<file path="src/rtl/ysyx_23060171_npc_pred_if.sv">
// Fetch-lookup and resolve-update bus between the pipeline and the next-PC predictor.
// The pipeline side is the master; the predictor is the slave.
interface ysyx_23060171_npc_pred_if #(
  parameter int XLEN = 32
);
  // fetch-side lookup
  logic            f_valid;
  logic [XLEN-1:0] f_pc;
  logic            p_taken;
  logic [XLEN-1:0] p_npc;
  // resolve-side update
  logic            u_valid;
  logic [XLEN-1:0] u_pc;
  logic [1:0]      u_kind;
  logic            u_taken;
  logic [XLEN-1:0] u_target;
  logic            u_pred_taken;
  logic [XLEN-1:0] u_pred_npc;
  logic            redirect;
  logic [XLEN-1:0] redirect_pc;
  logic [31:0]     mispred_cnt;

  modport master (
    output f_valid, f_pc,
    output u_valid, u_pc, u_kind, u_taken, u_target, u_pred_taken, u_pred_npc,
    input  p_taken, p_npc, redirect, redirect_pc, mispred_cnt
  );

  modport slave (
    input  f_valid, f_pc,
    input  u_valid, u_pc, u_kind, u_taken, u_target, u_pred_taken, u_pred_npc,
    output p_taken, p_npc, redirect, redirect_pc, mispred_cnt
  );
endinterface

</file>
<file path="src/rtl/ysyx_23060171_npc_pred.sv">
// Direct-mapped next-PC predictor: per-entry tag/kind/target plus a 2-bit
// direction counter. Combinational lookup at fetch, edge-triggered training at
// resolve, combinational mispredict redirect and a saturating mispredict counter.
module ysyx_23060171_npc_pred #(
  parameter int         XLEN     = 32,
  parameter int         ENTRIES  = 16,
  parameter logic [1:0] CNT_INIT = 2'b01
) (
  input logic                       clk,
  input logic                       rst,
  ysyx_23060171_npc_pred_if.slave   bus
);

  localparam int IDX  = $clog2(ENTRIES);
  localparam int TAGW = XLEN - IDX - 2;

  localparam logic [1:0] K_NONE = 2'b00;
  localparam logic [1:0] K_BR   = 2'b01;

  // 2-bit counter saturating at 11
  function automatic logic [1:0] cnt_inc(input logic [1:0] c);
    return (c == 2'b11) ? c : c + 2'b01;
  endfunction

  // 2-bit counter saturating at 00
  function automatic logic [1:0] cnt_dec(input logic [1:0] c);
    return (c == 2'b00) ? c : c - 2'b01;
  endfunction

  // 32-bit event counter saturating at all-ones
  function automatic logic [31:0] mis_inc(input logic [31:0] c);
    return (c == 32'hFFFF_FFFF) ? c : c + 32'd1;
  endfunction

  logic            valid_q [ENTRIES];
  logic [1:0]      cnt_q   [ENTRIES];
  logic [TAGW-1:0] tag_q   [ENTRIES];
  logic [1:0]      kind_q  [ENTRIES];
  logic [XLEN-1:0] tgt_q   [ENTRIES];
  logic [31:0]     mis_q;

  // u_pred_taken travels with the instruction but the redirect decision only
  // needs the predicted next PC.
  logic unused_pred_taken;
  assign unused_pred_taken = bus.u_pred_taken;

  logic [IDX-1:0]  f_idx;
  logic [TAGW-1:0] f_tag;
  logic            f_hit;
  logic            f_take;

  assign f_idx = bus.f_pc[IDX+1:2];
  assign f_tag = bus.f_pc[XLEN-1:IDX+2];

  // Fetch lookup: unconditional jumps always redirect fetch on a hit, branches
  // only when the counter's upper bit says taken.
  always_comb begin
    f_hit  = bus.f_valid && valid_q[f_idx] && (tag_q[f_idx] == f_tag);
    f_take = f_hit && (kind_q[f_idx][1] ||
                       ((kind_q[f_idx] == K_BR) && cnt_q[f_idx][1]));
  end

  assign bus.p_taken = f_take;
  assign bus.p_npc   = f_take ? tgt_q[f_idx] : bus.f_pc + XLEN'(4);

  logic [IDX-1:0]  u_idx;
  logic [TAGW-1:0] u_tag;
  logic            u_hit;

  assign u_idx = bus.u_pc[IDX+1:2];
  assign u_tag = bus.u_pc[XLEN-1:IDX+2];
  assign u_hit = valid_q[u_idx] && (tag_q[u_idx] == u_tag);

  logic            ctl_we;
  logic            dat_we;
  logic            nxt_valid;
  logic [1:0]      nxt_cnt;
  logic [1:0]      nxt_kind;
  logic [XLEN-1:0] nxt_tgt;

  // Training decision: which parts of the indexed entry change and to what.
  always_comb begin
    ctl_we    = 1'b0;
    dat_we    = 1'b0;
    nxt_valid = valid_q[u_idx];
    nxt_cnt   = cnt_q[u_idx];
    nxt_kind  = kind_q[u_idx];
    nxt_tgt   = tgt_q[u_idx];
    if (bus.u_valid) begin
      case (bus.u_kind)
        K_BR: begin
          if (u_hit) begin
            ctl_we  = 1'b1;
            nxt_cnt = bus.u_taken ? cnt_inc(cnt_q[u_idx]) : cnt_dec(cnt_q[u_idx]);
            if (bus.u_taken) begin
              dat_we  = 1'b1;
              nxt_tgt = bus.u_target;
            end
          end else if (bus.u_taken) begin
            // first taken sighting allocates weakly-taken; not-taken misses are ignored
            ctl_we    = 1'b1;
            dat_we    = 1'b1;
            nxt_valid = 1'b1;
            nxt_cnt   = 2'b10;
            nxt_kind  = K_BR;
            nxt_tgt   = bus.u_target;
          end
        end
        K_NONE: begin
          // a non-control instruction aliasing a live entry evicts it
          if (u_hit) begin
            ctl_we    = 1'b1;
            nxt_valid = 1'b0;
          end
        end
        default: begin
          ctl_we    = 1'b1;
          dat_we    = 1'b1;
          nxt_valid = 1'b1;
          nxt_cnt   = 2'b11;
          nxt_kind  = bus.u_kind;
          nxt_tgt   = bus.u_target;
        end
      endcase
    end
  end

  // Control state: valid bits and counters, cleared by reset.
  always_ff @(posedge clk) begin
    if (rst) begin
      for (int i = 0; i < ENTRIES; i++) begin
        valid_q[i] <= 1'b0;
        cnt_q[i]   <= CNT_INIT;
      end
    end else if (ctl_we) begin
      valid_q[u_idx] <= nxt_valid;
      cnt_q[u_idx]   <= nxt_cnt;
    end
  end

  // Entry payload: tag/kind/target need no reset because valid gates them.
  always_ff @(posedge clk) begin
    if (dat_we && !rst) begin
      tag_q[u_idx]  <= u_tag;
      kind_q[u_idx] <= nxt_kind;
      tgt_q[u_idx]  <= nxt_tgt;
    end
  end

  logic [XLEN-1:0] u_seq;
  logic [XLEN-1:0] u_correct;
  logic            redir;

  // Resolve check: compare the carried prediction against the real next PC.
  always_comb begin
    u_seq     = bus.u_pc + XLEN'(4);
    u_correct = ((bus.u_kind != K_NONE) && bus.u_taken) ? bus.u_target : u_seq;
    redir     = bus.u_valid && (bus.u_pred_npc != u_correct);
  end

  assign bus.redirect    = redir;
  assign bus.redirect_pc = redir ? u_correct : u_seq;

  // Mispredict counter, saturating; reset wins over a same-edge redirect.
  always_ff @(posedge clk) begin
    if (rst) begin
      mis_q <= 32'd0;
    end else if (redir) begin
      mis_q <= mis_inc(mis_q);
    end
  end

  assign bus.mispred_cnt = mis_q;

endmodule
</file>
<file path="src/flat_wrapper.sv">
// flat-port wrapper written by rule: the top's interface ports become plain ports
module ysyx_23060171_npc_pred_flat 
#(
  parameter int         XLEN     = 32,
  parameter int         ENTRIES  = 16,
  parameter logic [1:0] CNT_INIT = 2'b01
)
  (clk, rst, bus_f_valid, bus_f_pc, bus_u_valid, bus_u_pc, bus_u_kind, bus_u_taken, bus_u_target, bus_u_pred_taken, bus_u_pred_npc, bus_p_taken, bus_p_npc, bus_redirect, bus_redirect_pc, bus_mispred_cnt);
  ysyx_23060171_npc_pred_if #(.XLEN(XLEN)) bus_i ();
  input logic clk;
  input logic rst;
  input wire logic [$bits(bus_i.f_valid)-1:0] bus_f_valid;
  input wire logic [$bits(bus_i.f_pc)-1:0] bus_f_pc;
  input wire logic [$bits(bus_i.u_valid)-1:0] bus_u_valid;
  input wire logic [$bits(bus_i.u_pc)-1:0] bus_u_pc;
  input wire logic [$bits(bus_i.u_kind)-1:0] bus_u_kind;
  input wire logic [$bits(bus_i.u_taken)-1:0] bus_u_taken;
  input wire logic [$bits(bus_i.u_target)-1:0] bus_u_target;
  input wire logic [$bits(bus_i.u_pred_taken)-1:0] bus_u_pred_taken;
  input wire logic [$bits(bus_i.u_pred_npc)-1:0] bus_u_pred_npc;
  output wire logic [$bits(bus_i.p_taken)-1:0] bus_p_taken;
  output wire logic [$bits(bus_i.p_npc)-1:0] bus_p_npc;
  output wire logic [$bits(bus_i.redirect)-1:0] bus_redirect;
  output wire logic [$bits(bus_i.redirect_pc)-1:0] bus_redirect_pc;
  output wire logic [$bits(bus_i.mispred_cnt)-1:0] bus_mispred_cnt;
  assign bus_i.f_valid = bus_f_valid;
  assign bus_i.f_pc = bus_f_pc;
  assign bus_i.u_valid = bus_u_valid;
  assign bus_i.u_pc = bus_u_pc;
  assign bus_i.u_kind = bus_u_kind;
  assign bus_i.u_taken = bus_u_taken;
  assign bus_i.u_target = bus_u_target;
  assign bus_i.u_pred_taken = bus_u_pred_taken;
  assign bus_i.u_pred_npc = bus_u_pred_npc;
  assign bus_p_taken = bus_i.p_taken;
  assign bus_p_npc = bus_i.p_npc;
  assign bus_redirect = bus_i.redirect;
  assign bus_redirect_pc = bus_i.redirect_pc;
  assign bus_mispred_cnt = bus_i.mispred_cnt;
  ysyx_23060171_npc_pred #(.XLEN(XLEN), .ENTRIES(ENTRIES), .CNT_INIT(CNT_INIT)) u_core (.clk(clk), .rst(rst), .bus(bus_i));
endmodule
</file>
<file path="config.mk">
export PLATFORM = sky130hd
export DESIGN_NAME = ysyx_23060171_npc_pred_flat
export DESIGN_NICKNAME = d
export VERILOG_FILES = /design/src/rtl/ysyx_23060171_npc_pred_if.sv /design/src/rtl/ysyx_23060171_npc_pred.sv /design/src/flat_wrapper.sv
export SDC_FILE = /design/constraint.sdc
export NUM_CORES = 2
export LEC_CHECK = 0
export CAP_MARGIN = 20
export CORE_ASPECT_RATIO = 0.6
export CORE_MARGIN = 5
export CORE_UTILIZATION = 50
export DETAILED_ROUTE_END_ITERATION = 10
export DONT_BUFFER_PORTS = 1
export MAX_ROUTING_LAYER = met4
export PLACE_DENSITY = 0.63
export SLEW_MARGIN = 20
export SYNTH_ARGS = -nofsm -noshare
export SYNTH_HDL_FRONTEND = slang
export SYNTH_SLANG_ARGS = --single-unit
</file>
<file path="constraint.sdc">
create_clock -name clk -period 15.9 [get_ports clk]
set_clock_uncertainty 0.05 [all_clocks]
set_input_delay 4.77 -clock clk [delete_from_list [all_inputs] [get_ports clk]]
set_output_delay 4.77 -clock clk [all_outputs]
set_load 0.02 [all_outputs]
</file>
==> out/results.txt <==
Postcts setup bufs - 0
Pre-antenna DRT Iters - 5
Synth top area cells - edfxtp_1, mux4_2, mux2i_1, xnor2_1, dfxtp_1
Clock Latency Late Sink - 0.72 ns
Synth Area in Adders - 0.00157
Grt ovf - 0
Synth Area in Simple Gates - 0.0576
Final setup viols - 0
Post-DRT Antenna Nets - 0
Hold Crit Class - reg2reg
Seq cells post-synth - 1040
Initial Util - 0.507
Post_cts resized - 0
Io pins - 234
Leakage - 16.3 nW
Post-Syn Area - 0.0478 mm^2
Area share of the largest cell type after synthesis - 0.633
Max-Cap Viols - 0
Yosys warning count - 0
R2r endpoint - u_core.cnt_q[10][1]
R2R cell count - 9
Fraction of synthesized cell area in xor and xnor cells - 0.0289
Final setup TNS - 0 ns
Final #Nets - 2751
Final WL - 143000 um
Root Buffer Master - clkbuf_16
Worst Tran Pin Value - 1.21 ns
Remaining DRCs - 0
DRT iter0 DRCs - 3615
Post-DP HPWL - 86900 um
Post-synthesis sequential area ratio - 0.646
Total die area - 0.102 mm^2
Complex-gate fraction of the synthesized area - 0.0261
Worst path required time - 11.08 ns
Slew HR - 0.187
Fin crit share - 0.948
Final Cell Area - 0.0522 mm^2
Most frequent cell after synthesis - edfxtp_1
TritonCTS clock tree - yes
Die height - 250 um
Post-synth top flop - edfxtp_1
Syn_nets - 2788
R2R Path Start - u_core.tag_q[6][25]
CP Class - in2out
Post-place instance area - 0.0490 mm^2
# rows - 87
Hold_ws - 0.549 ns
Average wire per standard cell - 36.4 um
Slew Viols, Final - 0
Post-synthesis mux area share - 0.221
Crit path launch type - primary input
Core area - 0.0944 mm^2
Critical path endpoint - bus_redirect_pc[10]
Clock H-tree levels - 3
Status - finished clean
Routability congestion estimate - 0.889
Worst-path fanout max - 131
First-pass GRT wire length - 202000 um
Antenna violations before repair - 6
RSZ-0062 raised after global routing - false
Syn Inst Count - 2646
Worst-path clk slew - 0.06 ns
Share of cells above drive strength 1 - 0.250
Die width - 409 um
Crit path arrival time - 10.26 ns
Via density - 6.90
Minimum clock period - 15.08 ns
Hold-fix buffers at CTS - 0
Vias after detailed routing - 27189
Largest family of logic cells by synthesized area - multiplexers
Cell variety after synth - 75
Non-filler cells, final - 3940
Worst slack at placement - 1.16 ns
Largest net degree at the start of global routing - 247
Worst Hold Depth - 2
Synth-to-Final Area Change - 9.05%
Final hold viol count - 0
EDFF count, synth - 1008
# placed instances - 3756
Vias in the first global route - 26439
Total CTS buffers - 97
Deepest clock path buffer count - 3
Most instantiated cells after synthesis - edfxtp_1, mux4_2, clkbuf_1, nor2_1, xnor2_1
Gr usage total - 0.287
Mapped Avg Cell Area - 18.1 um^2
Area leader, netlist - edfxtp_1
Slack of the critical path - 0.820 ns
I/O Buffers - 0
R2r setup slk - 10.31 ns
Worst VDD drop - 0.0976 mV
CP Capture Type - primary output
Pwr/cell area - 110 mW/mm^2
F_max - 66.3 MHz
CTS Sinks - 1040
Async set-reset flop share out of synthesis - 0
Launch point of the worst path - bus_u_pc[2]
routing by layer:
metal | part of all wire | vias to the layer above | wire [um] | track usage
li1 | - | 10837 | - | -
met1 | 0.40 | 14491 | 57600 | 0.404
met2 | 0.46 | 1623 | 66300 | 0.425
met3 | 0.096 | 238 | 13800 | 0.0583
met4 | 0.038 | 0 | 5460 | 0.0975
met5 | 0 | - | 0 | -
state kept, by name (all words and copies together), names as in the netlist:
name and cells:
u_core.valid_q 16, u_core.bus.mispred_cnt 32, u_core.cnt_q 32, u_core.tag_q 416
u_core.tgt_q 512, u_core.kind_q 32
layout by cell type (no fill, tap or decap), types with 24 or more instances in the layout:
| master | n |
|---|---|
| a21oi_1 | 53 |
| and2_2 | 24 |
| buf_4 | 43 |
| clkbuf_1 | 24 |
| clkbuf_16 | 97 |
| clkinv_1 | 28 |
| dfxtp_1 | 32 |
| edfxtp_1 | 1008 |
| inv_1 | 26 |
| mux2_2 | 55 |
| mux2i_1 | 79 |
| mux4_2 | 397 |
| nand2_1 | 64 |
| nand2b_1 | 36 |
| nand3_1 | 53 |
| nand4_1 | 60 |
| nor2_1 | 97 |
| nor2b_1 | 39 |
| nor3_1 | 24 |
| xnor2_1 | 90 |
| xor2_1 | 68 |
report_power, final:
part           switching [mW]  internal [mW]
sequential            0.00990           3.03
combinational           0.162          0.172
clock                    1.05           1.30
total                    1.22           4.50
worst max-delay path, cell delays in order:
cell       delay (ns)
ha_1             0.58
nand3_4          0.27
nor4_2           0.77
mux2_2           0.41
nor4_1           0.58
nand4_1          0.18
nor4_1           0.49
o2111ai_1        0.25
nor4b_4          0.35
or3_2            0.57
buf_4            0.35
mux2_1           0.53
per-stage QoR:
| stage | utilization | power, mW |
|---|---|---|
| floorplan | - | 3.40 |
| detailed placement | 0.519 | 3.43 |
| global placement | 0.519 | 3.42 |
| CTS | 0.552 | 5.75 |
| finish | 0.553 | 5.72 |
| global route | 0.553 | 5.88 |
logic make-up after synthesis:
group | count (synthesis)
xor+xnor | 158
buf+inv | 206
flops | 1040
mux | 551
compound gates | 183
fa+ha+maj | 6
simple gates | 502
worst min-delay path by stage:
stage,end,slack [ns],from
global route,u_core.bus.mispred_cnt[28],0.59,u_core.bus.mispred_cnt[28]
CTS,u_core.bus.mispred_cnt[28],0.55,u_core.bus.mispred_cnt[28]
global placement,u_core.bus.mispred_cnt[22],0.53,u_core.bus.mispred_cnt[22]
finish,u_core.bus.mispred_cnt[23],0.55,u_core.bus.mispred_cnt[23]
detailed placement,u_core.bus.mispred_cnt[28],0.54,u_core.bus.mispred_cnt[28]
floorplan,u_core.bus.mispred_cnt[20],0.51,u_core.bus.mispred_cnt[20]
cell type report:
class	instances	area, um^2
clock inverters	58	607
well taps	1246	1560
diodes	4	10.0
clock buffers	122	2530
flip-flops and latches	1040	30900
inverters	27	101
repair buffers	43	323
fillers	7180	42200
multi-input cells	1400	16100
Note: power is estimated with default switching activity, not from simulation.
